`src/rtl/pipe_stage_latch_if.sv`:
```
// Stage-to-stage bundle: upstream payload and strobes in, registered payload and perf counters out.
interface pipe_stage_latch_if #(
    parameter int DATA_W = 128,
    parameter int CTRL_W = 8,
    parameter int REQ_W  = 2,
    parameter int RD_W   = 5,
    parameter int CNT_W  = 32
);
    logic              en_i;
    logic              stall_i;
    logic              flush_i;
    logic              dhit_i;
    logic              valid_i;
    logic              halt_i;
    logic [CTRL_W-1:0] ctrl_i;
    logic [REQ_W-1:0]  req_i;
    logic [RD_W-1:0]   rd_i;
    logic [DATA_W-1:0] data_i;

    logic              valid_o;
    logic              halt_o;
    logic [CTRL_W-1:0] ctrl_o;
    logic [REQ_W-1:0]  req_o;
    logic [RD_W-1:0]   rd_o;
    logic [DATA_W-1:0] data_o;
    logic [CNT_W-1:0]  stall_cnt_o;
    logic [CNT_W-1:0]  flush_cnt_o;

    modport master (
        output en_i, stall_i, flush_i, dhit_i, valid_i, halt_i, ctrl_i, req_i, rd_i, data_i,
        input  valid_o, halt_o, ctrl_o, req_o, rd_o, data_o, stall_cnt_o, flush_cnt_o
    );

    modport slave (
        input  en_i, stall_i, flush_i, dhit_i, valid_i, halt_i, ctrl_i, req_i, rd_i, data_i,
        output valid_o, halt_o, ctrl_o, req_o, rd_o, data_o, stall_cnt_o, flush_cnt_o
    );
endinterface

```
`src/rtl/pipe_stage_latch.sv`:
```
// Inter-stage pipeline register with stall hold, flush-to-bubble, dhit request clear, sticky halt.
// Latency 1 cycle on load; stall holds contents, halt freezes everything until reset.
// PIPE_PERF_CNT_EN adds saturating stall/flush cycle counters; otherwise counters read 0.
module pipe_stage_latch #(
    parameter int DATA_W = 128,
    parameter int CTRL_W = 8,
    parameter int REQ_W  = 2,
    parameter int RD_W   = 5,
    parameter int CNT_W  = 32
) (
    input  logic              CLK,
    input  logic              nRST,
    pipe_stage_latch_if.slave bus
);
    typedef enum logic {RUN, HALTED} state_t;

    state_t state, state_nxt;

    logic              valid_q;
    logic [CTRL_W-1:0] ctrl_q;
    logic [REQ_W-1:0]  req_q;
    logic [RD_W-1:0]   rd_q;
    logic [DATA_W-1:0] data_q;

    logic do_flush, do_load;

    assign do_flush = bus.flush_i;
    assign do_load  = !bus.flush_i && bus.en_i && !bus.stall_i;

    always_ff @(posedge CLK or negedge nRST) begin
        if (!nRST) state <= RUN;
        else       state <= state_nxt;
    end

    // Only a load carrying a valid halting instruction freezes the stage.
    always_comb begin
        state_nxt = state;
        case (state)
            RUN:     if (do_load && bus.valid_i && bus.halt_i) state_nxt = HALTED;
            HALTED:  state_nxt = HALTED;
            default: state_nxt = RUN;
        endcase
    end

    always_ff @(posedge CLK or negedge nRST) begin
        if (!nRST) begin
            valid_q <= 1'b0;
            ctrl_q  <= '0;
            req_q   <= '0;
            rd_q    <= '0;
            data_q  <= '0;
        end else if (state == RUN) begin
            if (do_flush) begin
                valid_q <= 1'b0;
                ctrl_q  <= '0;
                req_q   <= '0;
                rd_q    <= '0;
                data_q  <= '0;
            end else if (do_load) begin
                valid_q <= bus.valid_i;
                ctrl_q  <= bus.ctrl_i;
                req_q   <= bus.req_i;
                rd_q    <= bus.rd_i;
                data_q  <= bus.data_i;
            end else if (bus.dhit_i) begin
                req_q   <= '0;
            end
        end
    end

    assign bus.valid_o = valid_q;
    assign bus.halt_o  = (state == HALTED);
    assign bus.ctrl_o  = ctrl_q;
    assign bus.req_o   = req_q;
    assign bus.rd_o    = rd_q;
    assign bus.data_o  = data_q;

`ifdef PIPE_PERF_CNT_EN
    logic [CNT_W-1:0] stall_cnt, flush_cnt;

    always_ff @(posedge CLK or negedge nRST) begin
        if (!nRST) begin
            stall_cnt <= '0;
            flush_cnt <= '0;
        end else if (state == RUN) begin
            if (bus.en_i && bus.stall_i && !bus.flush_i && (stall_cnt != {CNT_W{1'b1}}))
                stall_cnt <= stall_cnt + 1'b1;
            if (bus.flush_i && (flush_cnt != {CNT_W{1'b1}}))
                flush_cnt <= flush_cnt + 1'b1;
        end
    end

    assign bus.stall_cnt_o = stall_cnt;
    assign bus.flush_cnt_o = flush_cnt;
`else
    assign bus.stall_cnt_o = {CNT_W{1'b0}};
    assign bus.flush_cnt_o = {CNT_W{1'b0}};
`endif
endmodule

```
`src/flat_wrapper.sv`:
```
// flat-port wrapper written by rule: the top's interface ports become plain ports
module pipe_stage_latch_flat 
#(
    parameter int DATA_W = 128,
    parameter int CTRL_W = 8,
    parameter int REQ_W  = 2,
    parameter int RD_W   = 5,
    parameter int CNT_W  = 32
)
  (CLK, nRST, bus_en_i, bus_stall_i, bus_flush_i, bus_dhit_i, bus_valid_i, bus_halt_i, bus_ctrl_i, bus_req_i, bus_rd_i, bus_data_i, bus_valid_o, bus_halt_o, bus_ctrl_o, bus_req_o, bus_rd_o, bus_data_o, bus_stall_cnt_o, bus_flush_cnt_o);
  pipe_stage_latch_if #(.DATA_W(DATA_W), .CTRL_W(CTRL_W), .REQ_W(REQ_W), .RD_W(RD_W), .CNT_W(CNT_W)) bus_i ();
  input  logic CLK;
  input  logic nRST;
  input wire logic [$bits(bus_i.en_i)-1:0] bus_en_i;
  input wire logic [$bits(bus_i.stall_i)-1:0] bus_stall_i;
  input wire logic [$bits(bus_i.flush_i)-1:0] bus_flush_i;
  input wire logic [$bits(bus_i.dhit_i)-1:0] bus_dhit_i;
  input wire logic [$bits(bus_i.valid_i)-1:0] bus_valid_i;
  input wire logic [$bits(bus_i.halt_i)-1:0] bus_halt_i;
  input wire logic [$bits(bus_i.ctrl_i)-1:0] bus_ctrl_i;
  input wire logic [$bits(bus_i.req_i)-1:0] bus_req_i;
  input wire logic [$bits(bus_i.rd_i)-1:0] bus_rd_i;
  input wire logic [$bits(bus_i.data_i)-1:0] bus_data_i;
  output wire logic [$bits(bus_i.valid_o)-1:0] bus_valid_o;
  output wire logic [$bits(bus_i.halt_o)-1:0] bus_halt_o;
  output wire logic [$bits(bus_i.ctrl_o)-1:0] bus_ctrl_o;
  output wire logic [$bits(bus_i.req_o)-1:0] bus_req_o;
  output wire logic [$bits(bus_i.rd_o)-1:0] bus_rd_o;
  output wire logic [$bits(bus_i.data_o)-1:0] bus_data_o;
  output wire logic [$bits(bus_i.stall_cnt_o)-1:0] bus_stall_cnt_o;
  output wire logic [$bits(bus_i.flush_cnt_o)-1:0] bus_flush_cnt_o;
  assign bus_i.en_i = bus_en_i;
  assign bus_i.stall_i = bus_stall_i;
  assign bus_i.flush_i = bus_flush_i;
  assign bus_i.dhit_i = bus_dhit_i;
  assign bus_i.valid_i = bus_valid_i;
  assign bus_i.halt_i = bus_halt_i;
  assign bus_i.ctrl_i = bus_ctrl_i;
  assign bus_i.req_i = bus_req_i;
  assign bus_i.rd_i = bus_rd_i;
  assign bus_i.data_i = bus_data_i;
  assign bus_valid_o = bus_i.valid_o;
  assign bus_halt_o = bus_i.halt_o;
  assign bus_ctrl_o = bus_i.ctrl_o;
  assign bus_req_o = bus_i.req_o;
  assign bus_rd_o = bus_i.rd_o;
  assign bus_data_o = bus_i.data_o;
  assign bus_stall_cnt_o = bus_i.stall_cnt_o;
  assign bus_flush_cnt_o = bus_i.flush_cnt_o;
  pipe_stage_latch #(.DATA_W(DATA_W), .CTRL_W(CTRL_W), .REQ_W(REQ_W), .RD_W(RD_W), .CNT_W(CNT_W)) u_core (.CLK(CLK), .nRST(nRST), .bus(bus_i));
endmodule
```
`config.mk`:
```
export PLATFORM = sky130hd
export DESIGN_NAME = pipe_stage_latch_flat
export DESIGN_NICKNAME = d
export VERILOG_FILES = /design/src/rtl/pipe_stage_latch_if.sv /design/src/rtl/pipe_stage_latch.sv /design/src/flat_wrapper.sv
export SDC_FILE = /design/constraint.sdc
export NUM_CORES = 1
export LEC_CHECK = 0
export ABC_AREA = 1
export CAP_MARGIN = 5
export CORE_AREA = 2 2 141 143
export CTS_BUF_LIST = sky130_fd_sc_hd__clkbuf_4
export CTS_CLUSTER_SIZE = 25
export DETAILED_ROUTE_END_ITERATION = 8
export DIE_AREA = 0 0 143 145
export MAX_ROUTING_LAYER = met4
export PLACE_DENSITY = 0.81
export RECOVER_POWER = 100
export SYNTH_ARGS = -nofsm -noshare
export SYNTH_HDL_FRONTEND = slang
export SYNTH_SLANG_ARGS = --single-unit
```
`constraint.sdc`:
```
create_clock -name CLK -period 1.1 [get_ports CLK]
set_input_delay 0.22 -clock CLK [delete_from_list [all_inputs] [get_ports CLK]]
set_output_delay 0.22 -clock CLK [all_outputs]
set_load 0.005 [all_outputs]
```
# Word-level counts from Yosys, hierarchy flattened
# Index checks and enable logic that the tools add are counted.
[word_totals]
output_inout_bits = 209
reg_bits = 145
input_bits = 151
word_cells = 30
[classes]
n_reduce_logical = 10
n_mux = 13
bitwise = 1
[op_table]
columns = ["cell", "count"]
rows = [
  ["2-to-1 mux 128 bit", 2],
  ["2-to-1 mux 8 bit", 2],
  ["2-to-1 mux 5 bit", 2],
  ["2-to-1 mux 2 bit", 3],
  ["logical AND 1 bit", 4],
  ["AND reduction 2 bit", 2],
  ["2-to-1 mux 1 bit", 3],
  ["nonzero test 3 bit", 1],
  ["logical NOT 1 bit", 2],
  ["one-hot mux 1 bit (2 select lines)", 1],
  ["nonzero test 2 bit", 1],
  ["inverter 1 bit", 1],
]

# Logic depth before layout (Yosys ltp)
# Gate-level depths: netlist of the first run.
[logic_depth]
depth_word = 7
mapped_depth = 8

# Worst setup path after synthesis of the first run
# Ideal clock, no wire load.
[synth_timing]
path_type = "register -> register"
startpoint = "register u_core.state (netlist: u_core.bus.halt_o)"
endpoint = "register u_core.data_q[76] (netlist: u_core.bus.data_o[76])"
arrival_ps = 1075
required_ps = 1034
path_stages_with_launch = 6
setup_ps = 66
setup_slack_ps = -41
n_path_buf = 2
cell_sequence = "dfrtp_1 > inv_1 > buf_2 > clkbuf_1 > nand3_1 > nand2_1"
[synth_via]
elab_chain_len = 2
[synth_rtl]
columns = ["element", "line_no", "text"]
rows = [
  ["start: declaration", "pipe_stage_latch.sv:17", "state_t state, state_nxt;"],
  ["start signal: assignment", "pipe_stage_latch.sv:32", "else state <= state_nxt;"],
  ["inverter 1 bit (no line)", "--", ""],
  ["AND reduction 2 bit (no line)", "--", ""],
  ["end signal: assignment", "pipe_stage_latch.sv:64", "data_q <= bus.data_i;"],
  ["end: declaration", "pipe_stage_latch.sv:23", "logic [DATA_W-1:0] data_q;"],
]
# Every way passes these cells.
# A chain may end at the register's enable or synchronous reset.

# Final worst setup path of the first run
[layout_timing]
startpoint = "register u_core.data_q[65] (netlist: u_core.bus.data_o[65])"
endpoint = "output bus_data_o[65]"
[layout_lines]
columns = ["element", "line_no", "text"]
rows = [
  ["end: declaration", "flat_wrapper.sv:29", "output wire logic [$bits(bus_i.data_o)-1:0] bus_data_o;"],
]
# No word-level cell between the ends.

==> results.yml, run 1 <==
run:
  maxCapViolCount: 0
yosys:
  synthSimpleGateAreaFrac: 0.298
  synth_top_family_by_area: "simple AND/OR/NAND/NOR gates"
  synth_edf_count: 0
  synth-compound-area-share: 0
  yosysWarnings: 0
  synth_flop_cell: "dfrtp_1"
  synth_xor_area_frac: 0
  synthCells: 700
  yosys-top-cells-area: "dfrtp_1, nand2_1, nand3_1"
  synth_top_cell_area_share: 0.585
  async_reset_ff_frac: 1.00
  syn_area_per_cell_um2: 8.87
  synth_most_common_cell: "nand2_1"
  synth_seq_area_share: 0.585
  synth_fa_ha_area_frac: 0
  synth_top_cell_by_area: "dfrtp_1"
  ys_seq_elements: 145
  ys_types: 12
  synth_common_cells: "nand2_1, nand3_1, dfrtp_1"
  synth_mux_area_frac: 0
  syn_area_um2: 6210
routing:
  firstDrtPassIters: 4
  wl_per_cell_um: 18.2
  drt_wl_total_um: 26300
  drc: 0
  num_vias: 6755
  drt_iter0_markers: 313
  viasPerCell: 4.67
  ant_nets: 0
placed_design:
  gp_congestion: 0.831
  numPortBuffers: 295
  hpwl_um: 14000
  preCtsSetupSlack_ps: -504
critical_path:
  r2r-start: "u_core.bus.halt_o"
  arrival_ps: 1120
  crit_type: "reg -> out"
  cp_cell_sequence: "buf_2"
  worst_setup_path_end_kind: "primary output"
  startpoint: "u_core.bus.data_o[65]"
  crit_family: "flip-flops"
  startpoint_type: "flip-flop"
  slowest_delay_ps: 440
  worstPathBufferInverterCount: 1
  path_max_fanout: 2
  crit_path_top_delay_cell: "dfrtp_1"
  required_ps: 880
global_routing:
  first_global_vias: 6522
  grt_max_degree: 50
  grt_antenna_before_repair: 1
  grt_overflow_total: 0
  grt_pass1_wl_um: 35200
  gr-usage-all-layers: 0.229
die:
  core_area_um2: 19200
  io_pins: 360
  dieArea_um2: 20700
  die_x_um: 143
  rows: 51
  start_util: 0.323
  die_y_um: 145
outcome:
  failed_checks: "negative setup slack"
  outcome: "finished with violations"
sta:
  period_share: 1.22
  fin_worst_skew_ps: 14.3
  finalSetupViolCount: 289
  fmax_mhz: 748
  finalHoldViolations: 0
  slew_headroom: 0.598
  slew_violations: 0
  layout_setup_ws_ps: -238
  tightestPinTransition_ps: 603
  setup_tns_ps: -48190
  grt_setup_unrepaired: "yes"
  fin_crit_ps: 1340
cells_and_area:
  area_growth_pct: 93.6
  nets: 1317
  drive_above_1_share: 0.500
pwr:
  power_leakage_nw: 6.47
  power_w: 0.00979
  power_density_nw_per_um2: 814
  vdd_drop_max_v: 0.000596
worst_hold_path:
  min_path_type: "in -> reg"
  holdCritStartpoint: "bus_ctrl_i[2]"
clock_tree:
  numCtsBuffers: 17
  cts_tree: "yes"
  root_buffer: "clkbuf_4"
  cts_sinks: 145
  htreeDepth: 4
  path_clk_slew_ps: 150
  cts_buffer_depth: 2
  worstSkewPairLatency_ps: 540
metal layers:
layer	vias to the layer above	global-route usage	share of wire
met5	-	-	0
met4	0	0.102	0.044
met3	78	0.0492	0.066
met2	356	0.392	0.52
met1	3268	0.255	0.37
li1	3053	-	-
area by class of cell:
| cell class | instances | area (um^2) |
|---|---|---|
| Fill cell | 1452 | 7190 |
| Timing Repair Buffer | 493 | 4690 |
| Sequential cell | 145 | 3630 |
| Multi-Input combinational cell | 505 | 3050 |
| Tap cell | 265 | 332 |
| Clock inverter | 15 | 158 |
| Clock buffer | 17 | 128 |
| Inverter | 4 | 27.5 |
| Antenna cell | 1 | 2.50 |
state kept, by name, summed over array words and instances (netlist names):
name	flops
u_core.bus.data_o	128
u_core.bus.ctrl_o	8
u_core.bus.req_o	2
u_core.bus.halt_o	1
u_core.bus.valid_o	1
u_core.bus.rd_o	5
logic make-up (layout without fill, tap and decap cells):
kind of cell	after synthesis	after routing
other	1	65
and+or+nand+nor	440	441
buffers and inverters	114	529
DFF	145	145
timing repair:
item	in CTS	in global routing
buffers inserted	52	70
hold buffers	1	0
setup endpoints to repair	202	289
gates resized for setup	692	229
cloned	27	5
hold endpoints to repair	145	0
pin swaps	18	44
path summary, 6_finish.rpt:
kind                                          to  slack (ps)  depth (start not counted)
setup / recovery                  bus_data_o[65]        -240                          1
hold / removal              u_core.bus.ctrl_o[2]         220                          3
setup reg to reg           u_core.bus.data_o[65]        -220                          7
hold reg to reg            u_core.bus.data_o[47]         490                          2
max in group asynchronous  u_core.bus.data_o[92]          60                          3
min in group asynchronous  u_core.bus.data_o[57]         230                          2
placed cells by master (no fill, tap or decap), drive strengths merged, types with 2 or more instances in the layout:
cell           synthesis  layout
buf                  102     334
nand3                146     146
bufinv                 0       2
clkbuf                 8      26
clkinvlp               0       3
clkinv                 0       5
conb                   1      64
clkdlybuf4s50          0     149
inv                    4       9
nand2                293     294
dfrtp                145     145
through the flow:
stage	area, um^2	cells	util	hold WS, ps
2_1_floorplan	6450	763	-	-75.6
3_3_place_gp	9590	1264	0.500	88.2
3_5_place_dp	9590	1264	0.500	90.4
4_1_cts	10700	1376	0.558	45.3
5_1_grt	12000	1445	0.626	149
6_report	12000	1445	0.626	216
power by group:
group,switching [W],total [W],internal (W)
combinational,0.000381,0.000925,0.000544
clock,0.00216,0.00353,0.00138
sequential,0,0.00533,0.00533
total,0.00254,0.00979,0.00725
No activity file was read; power rests on OpenSTA's default activity.
==> run 2: changes to the inputs <==
- MAX_ROUTING_LAYER: met4 -> default
- SLEW_MARGIN: default -> 25
==> results.yml, run 2 (synthesis gave the netlist of run 1 again) <==
clock_tree:
  cts_sinks: 145
  numCtsBuffers: 17
  cts_tree: "yes"
  root_buffer: "clkbuf_4"
  path_clk_slew_ps: 140
  htreeDepth: 4
  worstSkewPairLatency_ps: 530
  cts_buffer_depth: 2
pwr:
  power_frac_seq: 0.544
  power_w: 0.00981
  p_int_w: 0.00725
  clkPwrFrac: 0.362
  vdd_drop_max_v: 0.000593
  switchingPower_w: 0.00256
  combPwrFrac: 0.094
  switching_share: 0.261
  power_leakage_nw: 6.47
  power_density_nw_per_um2: 817
routing:
  viasPerCell: 4.64
  wl_per_cell_um: 18.2
  drt_iter0_markers: 235
  drt_wl_total_um: 26300
  firstDrtPassIters: 4
  num_vias: 6704
  drc: 0
  ant_nets: 0
placed_design:
  dp.cells: 1264
  gp_congestion: 0.818
  numPortBuffers: 295
  preCtsSetupSlack_ps: -504
  hpwl_um: 14000
global_routing:
  grt_pass1_wl_um: 35200
  grt_overflow_total: 0
  first_global_vias: 6522
  grt_max_degree: 50
  grt_antenna_before_repair: 1
  gr-usage-all-layers: 0.222
sta:
  finalHoldViolations: 0
  fin_crit_ps: 1350
  tightestPinTransition_ps: 612
  fmax_mhz: 743
  slew_violations: 0
  grt_setup_unrepaired: "yes"
  slew_headroom: 0.592
  finalSetupViolCount: 289
  fin_worst_skew_ps: 12.4
  period_share: 1.22
  layout_setup_ws_ps: -246
critical_path:
  worst_setup_path_end_kind: "primary output"
  crit_path_top_delay_cell: "dfrtp_1"
  required_ps: 880
  worstPathBufferInverterCount: 1
  crit_type: "reg -> out"
  slowest_delay_ps: 440
  cp_cell_sequence: "buf_2"
  arrival_ps: 1130
  crit_family: "flip-flops"
  startpoint_type: "flip-flop"
  path_max_fanout: 2
die:
  start_util: 0.323
  core_area_um2: 19200
  die_x_um: 143
  rows: 51
  dieArea_um2: 20700
  io_pins: 360
  die_y_um: 145
cells_and_area:
  multi_input_area_um2: 3040
  largest_reg_flops: 128
  nets: 1317
  area_growth_pct: 93.4
  drive_above_1_share: 0.499
  fillerInstances: 1456
  seq_area_um2: 3630
  final_cells: 1445
  mostFrequentLayoutCell: "clkdlybuf4s50_1"
  layout_common_cells: "clkdlybuf4s50_1, dfrtp_1, buf_2, nand2_2, buf_4"
outcome:
  outcome: "finished with violations"
  failed_checks: "negative setup slack"
run:
  maxCapViolCount: 0
worst_hold_path:
  min_path_type: "in -> reg"
[run 2: cell counts in the layout (fill, tap and decap cells not counted)]
No cell type changed its count.
[run 2: cell type report]
| class | count | share of cell area |
|---|---|---|
| repair buffers | 493 | 0.391 |
| flip-flops and latches | 145 | 0.302 |
| multi-input cells | 505 | 0.253 |
| well taps | 265 | 0.0276 |
| clock inverters | 15 | 0.0131 |
| clock buffers | 17 | 0.0106 |
| inverters | 4 | 0.00229 |
| diodes | 1 | 0.000208 |
[run 2: power groups by stage]
stage	registers, W	logic [W]	clock network (W)
2_1_floorplan	0.00543	0.000288	0
3_3_place_gp	0.00543	0.000879	0
3_5_place_dp	0.00543	0.000886	0
4_1_cts	0.00533	0.000909	0.00361
5_1_grt	0.00533	0.000991	0.00389
6_report	0.00533	0.000924	0.00355
[run 2: timing repair]
| item | 4_1_cts | 5_1_grt |
|---|---|---|
| setup endpoints to repair | 202 | 289 |
| gates resized for setup | 692 | 226 |
| setup buffers | 52 | 70 |
| endpoints found under the hold margin | 145 | 0 |
| gates cloned | 27 | 5 |
| hold buffers | 1 | 0 |
| pin swaps | 18 | 43 |
[run 2: worst paths after layout]
| kind | startpoint | endpoint | slack [ps] | depth (start not counted) |
|---|---|---|---|---|
| worst max-delay path | u_core.bus.data_o[23] | bus_data_o[23] | -250 | 1 |
| worst min-delay path | bus_data_i[17] | u_core.bus.data_o[17] | 220 | 3 |
| max in group asynchronous | nRST | u_core.bus.data_o[92] | 60 | 3 |
| min in group asynchronous | nRST | u_core.bus.data_o[57] | 230 | 2 |
| worst min register to register | u_core.bus.data_o[57] | u_core.bus.data_o[57] | 490 | 2 |
| worst max register to register | u_core.bus.halt_o | u_core.bus.data_o[65] | -230 | 7 |
[run 2: through the flow]
step | setup TNS [ps] | util | area [um^2] | hold WS, ps
floorplan | -356 | - | 6450 | -75.6
global placement | -63000 | 0.500 | 9590 | 88.2
detailed placement | -64250 | 0.500 | 9590 | 90.4
CTS | -56110 | 0.558 | 10700 | 45.3
global route | -69120 | 0.625 | 12000 | 146
finish | -48750 | 0.625 | 12000 | 219
[run 2: metal layers]
| metal | track usage | wire length (um) |
|---|---|---|
| met2 | 0.392 | 13800 |
| met1 | 0.247 | 9630 |
| met4 | 0.102 | 1050 |
| met3 | 0.0597 | 1830 |
| met5 | 0 | 0 |
==> run 3: changes to the inputs <==
- ABC_AREA: 1 -> default
- PLACE_DENSITY: 0.81 -> 0.78
==> results.yml, run 3 <==
sta:
  period_share: 1.28
  grt_setup_unrepaired: "yes"
  slew_violations: 0
  fin_crit_ps: 1410
  fin_worst_skew_ps: 20.1
  tightestPinTransition_ps: 817
  fmax_mhz: 711
  finalSetupViolCount: 287
  finalHoldViolations: 0
  layout_setup_ws_ps: -306
  hold_slack_ps: 275
  slew_headroom: 0.455
die:
  core_area_um2: 19200
  io_pins: 360
  die_y_um: 145
  rows: 51
  start_util: 0.297
  dieArea_um2: 20700
  die_x_um: 143
yosys:
  synth_top_cell_area_share: 0.635
  ys_types: 19
  synthCells: 399
  syn_area_per_cell_um2: 14.3
  synth_most_common_cell: "dfrtp_1"
  synth_seq_area_share: 0.635
  syn_area_um2: 5710
  yosys-top-cells-area: "dfrtp_1, a22o_1, buf_4"
  synth_edf_count: 0
  synth_top_cell_by_area: "dfrtp_1"
  yosysWarnings: 0
  async_reset_ff_frac: 1.00
  synth_flop_cell: "dfrtp_1"
  synth_common_cells: "dfrtp_1, a22o_1, buf_4"
  ys_seq_elements: 145
placed_design:
  preCtsSetupSlack_ps: -593
  numPortBuffers: 295
  dp.cells: 956
  hpwl_um: 11900
  gp_congestion: 0.784
clock_tree:
  root_buffer: "clkbuf_4"
  htreeDepth: 4
  numCtsBuffers: 17
  cts_tree: "yes"
  cts_buffer_depth: 2
  path_clk_slew_ps: 140
  cts_sinks: 145
  worstSkewPairLatency_ps: 530
routing:
  viasPerCell: 4.37
  firstDrtPassIters: 5
  num_vias: 4801
  drc: 0
  ant_nets: 0
  drt_wl_total_um: 18300
  drt_iter0_markers: 176
  wl_per_cell_um: 16.6
critical_path:
  cp_common_cell: "buf_6"
  arrival_ps: 1870
  regToRegEndpoint: "u_core.bus.ctrl_o[7]"
  r2r_cells: 6
  crit_type: "reg -> reg"
  cp_cell_sequence: "buf_6 > nor3_4 > buf_6 > buf_6 > clkbuf_16 > a22o_1"
  ff2ff_setup_slack_ps: -310
  r2r-start: "u_core.bus.halt_o"
  slowest_delay_ps: 430
  worstPathBufferInverterCount: 4
  worst_setup_path_end_kind: "flip-flop"
  crit_family: "buffers and inverters"
  crit_path_top_delay_cell: "dfrtp_2"
  startpoint_type: "flip-flop"
  path_max_fanout: 16
  required_ps: 1560
worst_hold_path:
  min_path_type: "in -> reg"
  min_path_cells: 2
  holdCritStartpoint: "bus_rd_i[4]"
  hold_path_end: "u_core.bus.rd_o[4]"
global_routing:
  grt_max_degree: 57
  grt_pass1_wl_um: 26200
  first_global_vias: 4789
  grt_overflow_total: 0
  gr-usage-all-layers: 0.164
  grt_antenna_before_repair: 1
cells_and_area:
  fillerInstances: 1749
  final_cells: 1099
  drive_above_1_share: 0.390
  nets: 972
  layout_common_cells: "clkdlybuf4s50_1, dfrtp_1, buf_2, a22o_1, buf_4"
  largest_reg_flops: 128
  area_growth_pct: 67.4
  mostFrequentLayoutCell: "clkdlybuf4s50_1"
outcome:
  outcome: "finished with violations"
  failed_checks: "negative setup slack"
pwr:
  power_density_nw_per_um2: 1560
  vdd_drop_max_v: 0.000734
  power_leakage_nw: 5.09
run:
  maxCapViolCount: 0
## run 3: cell types whose count changed after synthesis, moves of 9 or more
cell | before | now
nand3_1 | 146 | 1
buf_2 | 27 | 7
a22o_1 | 0 | 141
buf_6 | 0 | 9
nand2_1 | 291 | 1
## run 3: layout make-up
| cell class | instances | area [um^2] | area share |
|---|---|---|---|
| clock inverters | 12 | 206 | 0.0216 |
| flip-flops and latches | 145 | 3630 | 0.380 |
| multi-input cells | 221 | 1670 | 0.175 |
| clock buffers | 19 | 143 | 0.0149 |
| repair buffers | 436 | 3570 | 0.374 |
| well taps | 265 | 332 | 0.0347 |
| diodes | 1 | 2.50 | 0.000262 |
## run 3: per-layer routing
metal,track usage,vias up,share of wire
met1,0.185,2357,0.38
met5,0,-,0
li1,-,2206,-
met2,0.280,220,0.52
met3,0.0604,18,0.079
met4,0.0614,0,0.015
## run 3: repair_timing
item | in CTS | in global routing
endpoints found under the setup margin | 289 | 289
cloned | 1 | 5
hold buffers | 1 | 0
hold endpoints to repair | 145 | 0
buffers inserted | 60 | 46
pin swaps | 25 | 7
gates resized for setup | 590 | 16
## run 3: per-stage QoR
step                      utilization  TNS [ps]  area (um^2)  total power [W]
after floorplan                     -    -23970         5980          0.00815
after global placement          0.462    -79840         8880           0.0107
after detailed placement        0.462    -81330         8880           0.0108
after CTS                       0.471    -65990         9040           0.0146
after global routing            0.498    -87580         9560           0.0157
final                           0.498    -62490         9560           0.0149
## run 3: worst max path at each step
stage,cells after the start,slack [ps],from,endpoint
2_1_floorplan,5,-210,u_core.bus.halt_o,u_core.bus.data_o[18]
3_3_place_gp,5,-570,bus_en_i,u_core.bus.data_o[50]
3_5_place_dp,5,-590,bus_en_i,u_core.bus.data_o[124]
4_1_cts,1,-280,u_core.bus.data_o[19],bus_data_o[19]
5_1_grt,6,-360,u_core.bus.halt_o,u_core.bus.data_o[72]
6_report,6,-310,u_core.bus.halt_o,u_core.bus.ctrl_o[7]
## run 3: cells by family after synthesis
| family | count (synthesis) | share of synthesized area |
|---|---|---|
| AO/OA/AOI/OAI | 147 | 0.224 |
| other | 1 | 0.000657 |
| buffers and inverters | 96 | 0.126 |
| AND/OR/NAND/NOR | 10 | 0.0138 |
| flip-flops | 145 | 0.635 |
## run 3: where the power goes
group / internal (W) / switching, W / total [W]
Clock: 0.00210 / 0.00203 / 0.00413
Sequential: 0.00617 / 0.000454 / 0.00662
Combinational: 0.00264 / 0.00155 / 0.00419
